## src/rtl/forward_arb_mux.sv

```systemverilog
// Round-robin arbiter and 64-bit AXI-Stream mux for up to four forward_pkt_module sources.
// A granted source owns the output for a whole session; beats pass through a two-entry skid stage.
module forward_arb_mux #(
  parameter int unsigned P_PORTS   = 4,
  parameter int unsigned P_TIMEOUT = 1024
) (
  input  logic                    i_clk,
  input  logic                    i_rst,
  input  logic [P_PORTS-1:0]      i_forward_req,
  output logic [P_PORTS-1:0]      o_forward_resp,
  input  logic [P_PORTS-1:0]      i_forward_finish,
  input  logic [P_PORTS-1:0]      s_axis_tvalid,
  input  logic [64*P_PORTS-1:0]   s_axis_tdata,
  input  logic [P_PORTS-1:0]      s_axis_tlast,
  input  logic [8*P_PORTS-1:0]    s_axis_tkeep,
  output logic [P_PORTS-1:0]      s_axis_tready,
  output logic                    m_axis_tvalid,
  output logic [63:0]             m_axis_tdata,
  output logic                    m_axis_tlast,
  output logic [7:0]              m_axis_tkeep,
  output logic                    m_axis_tuser,
  input  logic                    m_axis_tready,
  output logic [1:0]              o_grant_idx,
  output logic                    o_busy
);

  typedef enum logic [1:0] {IDLE, GRANT, XFER} state_t;

  localparam logic [1:0]  LAST_RST = 2'(P_PORTS - 1);
  localparam logic [15:0] TIMEOUT  = 16'(P_TIMEOUT);

  state_t              state;
  logic [1:0]          w;
  logic [1:0]          last;
  logic                in_pkt;
  logic [15:0]         idle_cnt;

  logic [1:0]          win;
  logic [P_PORTS-1:0]  win_oh;
  logic                found;

  logic                sel_valid;
  logic [63:0]         sel_data;
  logic                sel_last;
  logic [7:0]          sel_keep;
  logic                sel_finish;
  logic                accept;

  logic [1:0]          sk_cnt;
  logic                skid_full;
  logic [63:0]         h_data, t_data;
  logic [7:0]          h_keep, t_keep;
  logic                h_last, t_last;
  logic                pop;

  // First requester at offset 1..P_PORTS from the previous owner wins.
  always_comb begin
    win    = last;
    win_oh = '0;
    found  = 1'b0;
    for (int unsigned i = 1; i <= P_PORTS; i++) begin
      for (int unsigned k = 0; k < P_PORTS; k++) begin
        if (!found && i_forward_req[k] && (k == (32'(last) + i) % P_PORTS)) begin
          found     = 1'b1;
          win       = 2'(k);
          win_oh[k] = 1'b1;
        end
      end
    end
  end

  always_comb begin
    sel_valid     = 1'b0;
    sel_data      = '0;
    sel_last      = 1'b0;
    sel_keep      = '0;
    sel_finish    = 1'b0;
    s_axis_tready = '0;
    for (int unsigned k = 0; k < P_PORTS; k++) begin
      if (w == 2'(k)) begin
        sel_valid        = s_axis_tvalid[k];
        sel_data         = s_axis_tdata[64*k +: 64];
        sel_last         = s_axis_tlast[k];
        sel_keep         = s_axis_tkeep[8*k +: 8];
        sel_finish       = i_forward_finish[k];
        s_axis_tready[k] = (state == XFER) && !skid_full;
      end
    end
  end

  assign accept = (state == XFER) && sel_valid && !skid_full;

  always_ff @(posedge i_clk) begin
    if (!i_rst) begin
      state          <= IDLE;
      w              <= '0;
      last           <= LAST_RST;
      in_pkt         <= 1'b0;
      idle_cnt       <= '0;
      o_forward_resp <= '0;
      o_busy         <= 1'b0;
    end else begin
      o_forward_resp <= '0;
      case (state)
        IDLE: begin
          if (found) begin
            state          <= GRANT;
            w              <= win;
            o_forward_resp <= win_oh;
            o_busy         <= 1'b1;
          end
        end
        GRANT: begin
          state    <= XFER;
          idle_cnt <= '0;
        end
        XFER: begin
          if (accept) begin
            idle_cnt <= '0;
            in_pkt   <= !sel_last;
            if (sel_last && sel_finish) begin
              state  <= IDLE;
              o_busy <= 1'b0;
              last   <= w;
            end
          end else if (!in_pkt && (idle_cnt >= TIMEOUT)) begin
            state  <= IDLE;
            o_busy <= 1'b0;
            last   <= w;
          end else if (idle_cnt != '1) begin
            idle_cnt <= idle_cnt + 16'd1;
          end
        end
        default: state <= IDLE;
      endcase
    end
  end

  assign o_grant_idx = w;

  // Head entry drives the output; the tail only holds a beat while the head is stalled.
  assign skid_full = (sk_cnt == 2'd2);
  assign pop       = m_axis_tvalid && m_axis_tready;

  always_ff @(posedge i_clk) begin
    if (!i_rst) begin
      sk_cnt <= '0;
      h_data <= '0;
      h_keep <= '0;
      h_last <= 1'b0;
      t_data <= '0;
      t_keep <= '0;
      t_last <= 1'b0;
    end else begin
      case ({accept, pop})
        2'b10: begin
          if (sk_cnt == 2'd0) begin
            h_data <= sel_data;
            h_keep <= sel_keep;
            h_last <= sel_last;
          end else begin
            t_data <= sel_data;
            t_keep <= sel_keep;
            t_last <= sel_last;
          end
          sk_cnt <= sk_cnt + 2'd1;
        end
        2'b01: begin
          h_data <= t_data;
          h_keep <= t_keep;
          h_last <= t_last;
          sk_cnt <= sk_cnt - 2'd1;
        end
        2'b11: begin
          if (sk_cnt == 2'd1) begin
            h_data <= sel_data;
            h_keep <= sel_keep;
            h_last <= sel_last;
          end else begin
            h_data <= t_data;
            h_keep <= t_keep;
            h_last <= t_last;
            t_data <= sel_data;
            t_keep <= sel_keep;
            t_last <= sel_last;
          end
        end
        default: ;
      endcase
    end
  end

  assign m_axis_tvalid = (sk_cnt != 2'd0);
  assign m_axis_tdata  = h_data;
  assign m_axis_tkeep  = h_keep;
  assign m_axis_tlast  = h_last;
  assign m_axis_tuser  = 1'b0;

endmodule

```

## config.mk

```make
export PLATFORM = sky130hd
export DESIGN_NAME = forward_arb_mux
export DESIGN_NICKNAME = d
export VERILOG_FILES = /design/src/rtl/forward_arb_mux.sv
export SDC_FILE = /design/constraint.sdc
export NUM_CORES = 1
export LEC_CHECK = 0
export BUFFER_PORTS_ARGS = -buffer_cell sky130_fd_sc_hd__buf_4
export CAP_MARGIN = 20
export CORE_AREA = 2 2 153 155
export CTS_BUF_LIST = sky130_fd_sc_hd__clkbuf_4 sky130_fd_sc_hd__clkbuf_8
export DETAILED_ROUTE_END_ITERATION = 12
export DIE_AREA = 0 0 155 157
export PLACE_DENSITY = 0.79
export SKIP_LAST_GASP = 1
export SYNTH_ARGS = -nofsm -noshare
export SYNTH_HDL_FRONTEND = slang
export SYNTH_SLANG_ARGS = --single-unit
export TNS_END_PERCENT = 100
```

## constraint.sdc

```tcl
create_clock -name i_clk -period 2.6 [get_ports i_clk]
set_clock_uncertainty 0.2 [all_clocks]
set_input_delay 0.39 -clock i_clk [delete_from_list [all_inputs] [get_ports i_clk]]
set_output_delay 0.39 -clock i_clk [all_outputs]
set_load 0.01 [all_outputs]
```

==> impl_metrics.csv, run 1 <==
group,metric,value,unit
die,core_region_area,22500,sq um
die,die_width,155,um
power,intPower,7.64,mW
power,p_leak,5.60,nW
cells_and_area,layout-drive-gt1-share,0.484,
timing,hold_viol,0,
setup_path,start_kind,"register",
cells_and_area,fillers,1857,
power,p_clk_frac,0.153,
logic_synthesis,synth_cell_type_count,62,
die,row_count,55,
min_path,hold_class,"in -> reg",
clock_network,worstSkewPairLatency,0.46,ns
power,powerDensity,904,nW/um^2
timing,setup_violations,0,
clock_network,root_buffer,"clkbuf_8",
timing,maxSlewViolCount,0,
setup_path,rrSetupSlack,0.05,ns
setup_path,crit_path_end_kind,"register",
logic_synthesis,syn_inst,963,
cells_and_area,synthToLayoutAreaGrowth,49.7,%
detailed_routing,antenna_left,0,
flow_run,drv_cap,0,
cells_and_area,antenna_cells,0,
detailed_routing,drt-pass1-iter-count,5,
logic_synthesis,ys_seq_area_frac,0.373,
global_route,grt_max_degree,57,
logic_synthesis,synthArstFlopShare,0,
clock_network,numCtsBuffers,17,
power,switching_share,0.402,
place,gp_congestion,0.818,
clock_network,clock_path_buffers,2,
setup_path,crit_fanout,22,
timing,fmax,0.392,GHz
clock_network,cts_sinks,176,
power,ir_drop,554,uV
place,numPortBuffers,391,
global_route,antenna_found_initial,0,
logic_synthesis,ys.flop_type,"dfxtp_1",
detailed_routing,drt_iter0_markers,536,
status,outcome,"complete, no violations",
power,pwr-share-seq,0.306,
clock_network,htree_levels,4,
timing,layout_setup_ws,0.0472,ns
logic_synthesis,yosys-top-cells-area,"dfxtp_1 (37%), mux4_2 (18%), a221oi_1 (6.8%), nand2_1 (6.6%), a21boi_0 (5.9%)",
global_route,grt_pass1_wl,47900,um
global_route,overflow,0,
place,placed_area,13100,sq um
timing,worst_pin_slew,0.655,ns
detailed_routing,avgViaCountPerCell,5.65,
logic_synthesis,synth-seq-cells,176,
logic_synthesis,synth_nets,1281,
global_route,track_usage,0.249,
global_route,grt_pass1_vias,9175,
logic_synthesis,synth_largest_area_cell,"dfxtp_1",
logic_synthesis,synth_most_common_cell,"dfxtp_1",
die,die-area,24300,sq um
logic_synthesis,synth_common_cells,"dfxtp_1 (176), nand2_1 (167), nor2_1 (91)",
logic_synthesis,synth_top_cell_area_share,0.373,
die,start_util,0.419,
cells_and_area,nets,1690,
place,hpwl,23000,um
clock_network,tritoncts,"yes",
timing,fin_crit,2.55,ns
logic_synthesis,synth-edff-count,0,
die,ios,393,
power,combinationalPowerShare,0.541,
clock_network,clk_pin_slew_worst_paths,0.10,ns
cells_and_area,finalInstanceArea,14100,sq um
setup_path,worstSetupPathType,"reg -> reg",
logic_synthesis,synthesis.area,9430,sq um
detailed_routing,drt-total-wl,32700,um
logic_synthesis,synthesis.area_per_instance,9.80,sq um
timing,maxSlewHeadroom,0.560,
detailed_routing,wire_per_inst,19.6,um
detailed_routing,drc,0,
timing,fin_setup_tns,0,ns
logic_synthesis,yosysWarnings,0,
timing,rsz0062_at_grt,"true",
die,die_h,157,um
power,switchingPower,5.13,mW
setup_path,arrival,2.72,ns
timing,finalCritPeriodShare,0.982,
setup_path,crit_required,2.77,ns
place,dpl_worst_slack,-0.517,ns
detailed_routing,vias,9429,
## metal layers
layer | global-route usage | up-vias | wire length, um
met4 | 0.0639 | 0 | 518
met1 | 0.296 | 4628 | 12800
met2 | 0.454 | 377 | 17100
met5 | 0 | - | 0
met3 | 0.0567 | 35 | 2210
li1 | - | 4389 | -
## area by class of cell
| type | count | area [sq um] | share of cell area |
|---|---|---|---|
| timing repair buffer | 477 | 3940 | 0.279 |
| inverter | 15 | 56.3 | 0.00399 |
| sequential | 176 | 3530 | 0.250 |
| tap | 285 | 357 | 0.0253 |
| multi-input combinational | 685 | 5830 | 0.413 |
| clock buffer | 17 | 234 | 0.0166 |
| clock inverter | 15 | 176 | 0.0125 |
## kinds of logic after synthesis
| logic type | synth area share |
|---|---|
| xor gates and xnor gates | 0.00371 |
| AOI/OAI and AO/OA | 0.170 |
| adders and majority gates | 0.0146 |
| buffers and inverters | 0.0475 |
| other | 0.000397 |
| muxes | 0.185 |
| and+or+nand+nor | 0.205 |
| DFF | 0.373 |
## layout by cell type (no fill, tap or decap), types with 3 or more instances in the layout
cell / count
buf_6: 10
nor2b_1: 3
a21boi_0: 48
buf_12: 18
a221oi_2: 27
inv_8: 3
clkbuf_16: 5
a21oi_2: 8
nor2_1: 89
a21oi_1: 9
a21boi_1: 25
o21ai_1: 6
ha_1: 9
a221oi_4: 6
a221oi_1: 41
clkinv_4: 3
nor3b_2: 12
buf_4: 442
nand3_1: 5
xnor2_1: 3
inv_1: 14
mux2i_1: 6
nand3b_1: 3
o21ai_0: 9
o31ai_1: 3
nand2_1: 164
or3_2: 6
nor4_1: 4
nand4_1: 6
dfxtp_1: 174
nor3b_1: 61
clkinv_8: 3
clkbuf_8: 17
mux4_2: 75
## power by group through the flow
stage | clock network, mW | registers (mW) | logic (mW)
finish | 1.96 | 3.90 | 6.90
global route | 2.11 | 3.98 | 7.46
CTS | 2.00 | 3.89 | 6.52
detailed placement | 0 | 3.94 | 6.44
global placement | 0 | 3.91 | 6.30
floorplan | 0 | 4.09 | 3.64
## per-stage QoR
stage               utilization  std cells  total power, mW  hold slack (ns)
detailed placement        0.583       1618             10.4            0.258
global placement          0.583       1618             10.2            0.249
finish                    0.628       1670             12.8           0.0815
global route              0.628       1670             13.6           0.0634
CTS                       0.606       1655             12.4           0.0421
floorplan                     -        963             7.73            0.243
## state kept, by name, summed over array words and instances, names as in the netlist, 2 cells and up
| name | flops |
|---|---|
| last | 2 |
| t_keep | 8 |
| m_axis_tkeep | 8 |
| o_forward_resp | 4 |
| state | 2 |
| m_axis_tdata | 64 |
| sk_cnt | 2 |
| idle_cnt | 16 |
| o_grant_idx | 2 |
| t_data | 64 |
## worst max-delay path, stage by stage, from the launching register on
cell and delay [ns]:
dfxtp_4 0.36, mux4_2 0.54, nand2_4 0.11, inv_2 0.05, buf_4 0.16, ha_2 0.18, buf_4 0.14, o21ai_4 0.17
buf_12 0.14, buf_12 0.15, nand2_1 0.06, a21boi_0 0.19
## what timing repair did
item                       in CTS  in global routing
hold buffers                    2                  0
buffers inserted                2                  8
setup endpoints to repair      76                125
hold endpoints to repair        2                  0
cloned                          1                  7
resized for setup               8                 70
pin swaps                       2                  7
## final timing paths
check | start | end | cells after the start
hold / removal | i_forward_req[1] | o_forward_resp[1] | 2
hold reg to reg | t_data[23] | t_data[23] | 2
setup reg to reg | o_grant_idx[0] | t_data[27] | 11
setup / recovery | o_grant_idx[0] | t_data[27] | 11
Power figures use the tool's default switching activity.
==> run 2: changes to the inputs <==
--- a/config.mk
+++ b/config.mk
@@ -11,8 +11,10 @@
 export CTS_BUF_LIST = sky130_fd_sc_hd__clkbuf_4 sky130_fd_sc_hd__clkbuf_8
 export DETAILED_ROUTE_END_ITERATION = 12
 export DIE_AREA = 0 0 155 157
+export HOLD_SLACK_MARGIN = 0.1
 export PLACE_DENSITY = 0.79
 export SKIP_LAST_GASP = 1
+export SLEW_MARGIN = 20
 export SYNTH_ARGS = -nofsm -noshare
 export SYNTH_HDL_FRONTEND = slang
 export SYNTH_SLANG_ARGS = --single-unit
==> impl_metrics.csv, run 2 (same netlist as run 1, synthesis figures left out) <==
group,metric,value,unit
power,powerDensity,904,nW/um^2
timing,maxSlewHeadroom,0.551,
global_route,antenna_found_initial,0,
die,die_h,157,um
timing,fmax,0.390,GHz
timing,fin_crit,2.57,ns
power,p_leak,5.61,nW
status,outcome,"complete, no violations",
detailed_routing,avgViaCountPerCell,5.65,
detailed_routing,drt-total-wl,32800,um
timing,rsz0062_at_grt,"true",
place,gp_congestion,0.818,
die,row_count,55,
detailed_routing,wire_per_inst,19.6,um
die,die-area,24300,sq um
timing,hold_ws,0.135,ns
cells_and_area,layout_commonest_cell,"buf_4",
min_path,hold_path_depth,2,
min_path,whs_endpoint,"last[1]",
timing,layout_setup_ws,0.0347,ns
die,start_util,0.419,
cells_and_area,fin_util,0.628,
timing,setup_violations,0,
clock_network,htree_levels,4,
place,dpl_worst_slack,-0.517,ns
detailed_routing,drt-pass1-iter-count,6,
clock_network,numCtsBuffers,17,
setup_path,crit_fanout,9,
timing,maxSlewViolCount,0,
setup_path,crit_required,2.76,ns
clock_network,cts_sinks,176,
die,ios,393,
detailed_routing,drc,0,
setup_path,crit_path_end_kind,"register",
setup_path,timing.rr.start,"sk_cnt[0]",
setup_path,arrival,2.72,ns
clock_network,tritoncts,"yes",
clock_network,clock_path_buffers,2,
place,numPortBuffers,391,
setup_path,start_kind,"register",
die,die_width,155,um
global_route,grt_pass1_wl,48000,um
clock_network,clk_pin_slew_worst_paths,0.11,ns
setup_path,worstSetupPathType,"reg -> reg",
cells_and_area,nets,1692,
min_path,hold_class,"in -> reg",
timing,worst_pin_slew,0.667,ns
cells_and_area,layout_common_cells,"buf_4 (445), dfxtp_1 (174), nand2_1 (165), nor2_1 (89), mux4_2 (75)",
detailed_routing,drt_iter0_markers,481,
global_route,grt_max_degree,57,
detailed_routing,antenna_left,0,
clock_network,root_buffer,"clkbuf_8",
timing,finalCritPeriodShare,0.987,
global_route,overflow,0,
cells_and_area,layout-drive-gt1-share,0.484,
power,ir_drop,550,uV
setup_path,rr_worst_depth,12,
cells_and_area,antenna_cells,0,
setup_path,rrSetupSlack,0.03,ns
detailed_routing,vias,9454,
die,core_region_area,22500,sq um
global_route,track_usage,0.249,
timing,hold_viol,0,
min_path,min_from,"i_rst",
flow_run,drv_cap,0,
cells_and_area,synthToLayoutAreaGrowth,49.9,%
global_route,grt_pass1_vias,9164,
setup_path,timing.rr.end,"m_axis_tdata[49]",
clock_network,worstSkewPairLatency,0.46,ns
place,hpwl,23000,um
==> run 2: how the worst max path moves through the flow <==
stage	startpoint	endpoint	slack, ns	depth (start not counted)
after floorplan	o_grant_idx[0]	t_data[58]	0.04	11
after global placement	s_axis_tvalid[3]	m_axis_tdata[2]	-0.42	9
after detailed placement	s_axis_tvalid[3]	m_axis_tkeep[1]	-0.52	9
after CTS	o_grant_idx[0]	t_data[52]	-0.02	10
after global routing	sk_cnt[0]	m_axis_tdata[9]	-0.07	12
final	sk_cnt[0]	m_axis_tdata[49]	0.03	12
==> run 2: power by group <==
group,internal (mW),switching (mW),total [mW]
Clock,0.808,1.16,1.97
Combinational,3.40,3.52,6.91
Sequential,3.44,0.466,3.90
==> run 2: per-layer routing <==
| layer | GRT usage | routed length (um) | part of all wire |
|---|---|---|---|
| met5 | 0 | 0 | 0 |
| met4 | 0.0644 | 594 | 0.018 |
| met3 | 0.0570 | 2200 | 0.067 |
| met2 | 0.452 | 17200 | 0.52 |
| met1 | 0.299 | 12800 | 0.39 |
==> run 2: layout make-up <==
cell class | instances | area, sq um
Fill cell | 1848 | 8360
Inverter | 15 | 56.3
Tap cell | 285 | 357
Clock inverter | 15 | 176
Sequential cell | 176 | 3530
Multi-Input combinational cell | 685 | 5840
Timing Repair Buffer | 479 | 3950
Clock buffer | 17 | 234
==> run 2: critical path, cell delays in order (launching register included) <==
cell	delay, ns
dfxtp_1	0.34
inv_1	0.07
ha_1	0.25
nor2b_2	0.19
nand2_4	0.08
buf_4	0.14
ha_1	0.22
a21oi_4	0.17
nor2_4	0.07
buf_12	0.15
buf_4	0.18
a221oi_4	0.32
nor3b_2	0.07
==> run 2: timing repair <==
| item | CTS | global route |
|---|---|---|
| hold buffers | 4 | 0 |
| cloned | 1 | 7 |
| endpoints found under the setup margin | 76 | 125 |
| buffers inserted | 2 | 8 |
| pin swaps | 2 | 8 |
| hold endpoints to repair | 4 | 0 |
| resized for setup | 8 | 67 |
==> run 2: per-stage QoR <==
step                total power [mW]  TNS [ns]  cells  cell area (sq um)
floorplan                       7.73         0    963               9580
global placement                10.2    -25.08   1618              13100
detailed placement              10.4    -31.27   1618              13100
CTS                             12.4   -0.0332   1657              13600
global route                    13.6     -1.26   1672              14100
finish                          12.8         0   1672              14100
==> run 3: changes to the inputs <==
--- a/config.mk
+++ b/config.mk
@@ -12,6 +12,7 @@
 export DETAILED_ROUTE_END_ITERATION = 12
 export DIE_AREA = 0 0 155 157
 export HOLD_SLACK_MARGIN = 0.1
+export MAX_ROUTING_LAYER = met4
 export PLACE_DENSITY = 0.79
 export SKIP_LAST_GASP = 1
 export SLEW_MARGIN = 20
==> impl_metrics.csv, run 3 (same netlist as run 1, synthesis figures left out) <==
group,metric,value,unit
die,ios,393,
detailed_routing,vias,9481,
global_route,antenna_found_initial,0,
global_route,grtUsageMet2,0.452,
timing,worst_pin_slew,0.682,ns
setup_path,start_kind,"register",
timing,finalCritPeriodShare,0.988,
detailed_routing,drt_iter0_markers,521,
setup_path,arrival,2.72,ns
setup_path,crit_required,2.75,ns
cells_and_area,antenna_cells,0,
die,row_count,55,
detailed_routing,drt-pass1-iter-count,7,
clock_network,clock_path_buffers,2,
setup_path,critical_path.most_common_cell,"nand2_4",
die,start_util,0.419,
clock_network,numCtsBuffers,17,
setup_path,timing.rr.start,"o_grant_idx[0]",
cells_and_area,synthToLayoutAreaGrowth,50.7,%
timing,maxSlewViolCount,0,
detailed_routing,avgViaCountPerCell,5.67,
clock_network,htree_levels,4,
cells_and_area,fin_util,0.632,
setup_path,crit_fanout,13,
cells_and_area,layout-drive-gt1-share,0.482,
global_route,grt_pass1_wl,48000,um
place,gp_congestion,0.830,
detailed_routing,antenna_left,0,
timing,fmax,0.389,GHz
global_route,track_usage,0.257,
setup_path,startpoint,"o_grant_idx[0]",
setup_path,worst-path-buf-inv,4,
power,ir_drop,551,uV
detailed_routing,drt-total-wl,33000,um
global_route,grt_busiest_layer,"met2",
timing,setup_violations,0,
clock_network,root_buffer,"clkbuf_8",
setup_path,crit_path_end_kind,"register",
setup_path,worstSetupPathType,"reg -> reg",
die,die_h,157,um
die,die_width,155,um
cells_and_area,layout_common_cells,"buf_4 (443), dfxtp_1 (174), nand2_1 (166), nor2_1 (89), mux4_2 (75)",
timing,hold_ws,0.127,ns
place,hpwl,23000,um
global_route,gr-usage-met1,0.301,
power,p_leak,5.62,nW
setup_path,crit_chain,"mux4_2 -> nand2_4 -> inv_2 -> ha_4 -> buf_6 -> nand2_1 -> nand2_4 -> buf_12 -> buf_4 -> a221oi_1 -> nor3b_1",
die,die-area,24300,sq um
place,dpl.cell_count,1618,
timing,fin_setup_tns,0,ns
cells_and_area,fin_cells,1673,
setup_path,cp.depth,11,
clock_network,cts_sinks,176,
clock_network,tritoncts,"yes",
setup_path,cpMaxStageDelayCell,"mux4_2",
timing,rsz0062_at_grt,"true",
flow_run,drv_cap,0,
min_path,hold_class,"in -> reg",
timing,maxSlewHeadroom,0.541,
setup_path,endpoint,"m_axis_tdata[33]",
power,powerDensity,905,nW/um^2
global_route,overflow,0,
detailed_routing,drc,0,
setup_path,critical-path-top-delay-family,"multiplexers",
global_route,grt_max_degree,57,
cells_and_area,layout_commonest_cell,"buf_4",
timing,layout_setup_ws,0.0317,ns
die,core_region_area,22500,sq um
clock_network,worstSkewPairLatency,0.47,ns
setup_path,rrSetupSlack,0.03,ns
status,outcome,"complete, no violations",
place,dpl_worst_slack,-0.517,ns
setup_path,worst_path_largest_cell_delay,0.54,ns
setup_path,rr_worst_depth,11,
setup_path,timing.rr.end,"m_axis_tdata[33]",
timing,hold_viol,0,
detailed_routing,wire_per_inst,19.7,um
cells_and_area,nets,1693,
global_route,grt_pass1_vias,9156,
clock_network,clk_pin_slew_worst_paths,0.10,ns
place,numPortBuffers,391,
timing,fin_crit,2.57,ns
global_route,use_met3,0.0548,
run 3: changes by cell type in the layout (fill, tap and decap cells not counted), moves of 2 or more:
cell,previous run,this run
a221oi_4,7,11
a21boi_2,2,0
buf_4,445,443
a221oi_2,26,23
run 3: repair_timing:
action | CTS | global route
resized for setup | 8 | 71
buffers inserted | 2 | 8
setup endpoints to repair | 76 | 124
pin swaps | 2 | 9
gates cloned | 1 | 8
endpoints found under the hold margin | 4 | 0
hold buffers | 4 | 0
run 3: per-stage QoR:
step	total power [mW]	area, sq um
floorplan	7.73	9580
global placement	10.2	13100
detailed placement	10.4	13100
CTS	12.4	13600
global route	13.6	14200
finish	12.9	14200
run 3: power by group:
group          switching, mW  internal (mW)  total (mW)
clock network           1.16          0.808        1.97
logic                   3.56           3.44        6.99
registers              0.472           3.44        3.91
run 3: worst min-delay path by stage:
stage | start | endpoint | cells after the start
floorplan | t_data[11] | t_data[11] | 2
global placement | t_data[14] | t_data[14] | 2
detailed placement | t_data[18] | t_data[18] | 2
CTS | i_rst | last[0] | 2
global route | i_rst | last[1] | 2
finish | i_rst | last[1] | 2
run 3: layout make-up:
cell class	instances	area, sq um
Tap cell	285	357
Inverter	15	56.3
Multi-Input combinational cell	685	5890
Clock buffer	17	234
Fill cell	1835	8280
Timing Repair Buffer	480	3980
Clock inverter	15	176
Sequential cell	176	3530
run 3: worst reg2reg max path, stage by stage, from the launching register on:
cell      delay [ns]
dfxtp_4         0.36
mux4_2          0.54
nand2_4         0.11
inv_2           0.05
ha_4            0.17
buf_6           0.13
nand2_1         0.10
nand2_4         0.09
buf_12          0.17
buf_4           0.15
a221oi_1        0.30
nor3b_1         0.08
run 3: metal layers:
layer,up-vias,routed length [um]
li1,4391,-
met3,40,2340
met2,409,17300
met5,-,0
met1,4641,12700
met4,0,617
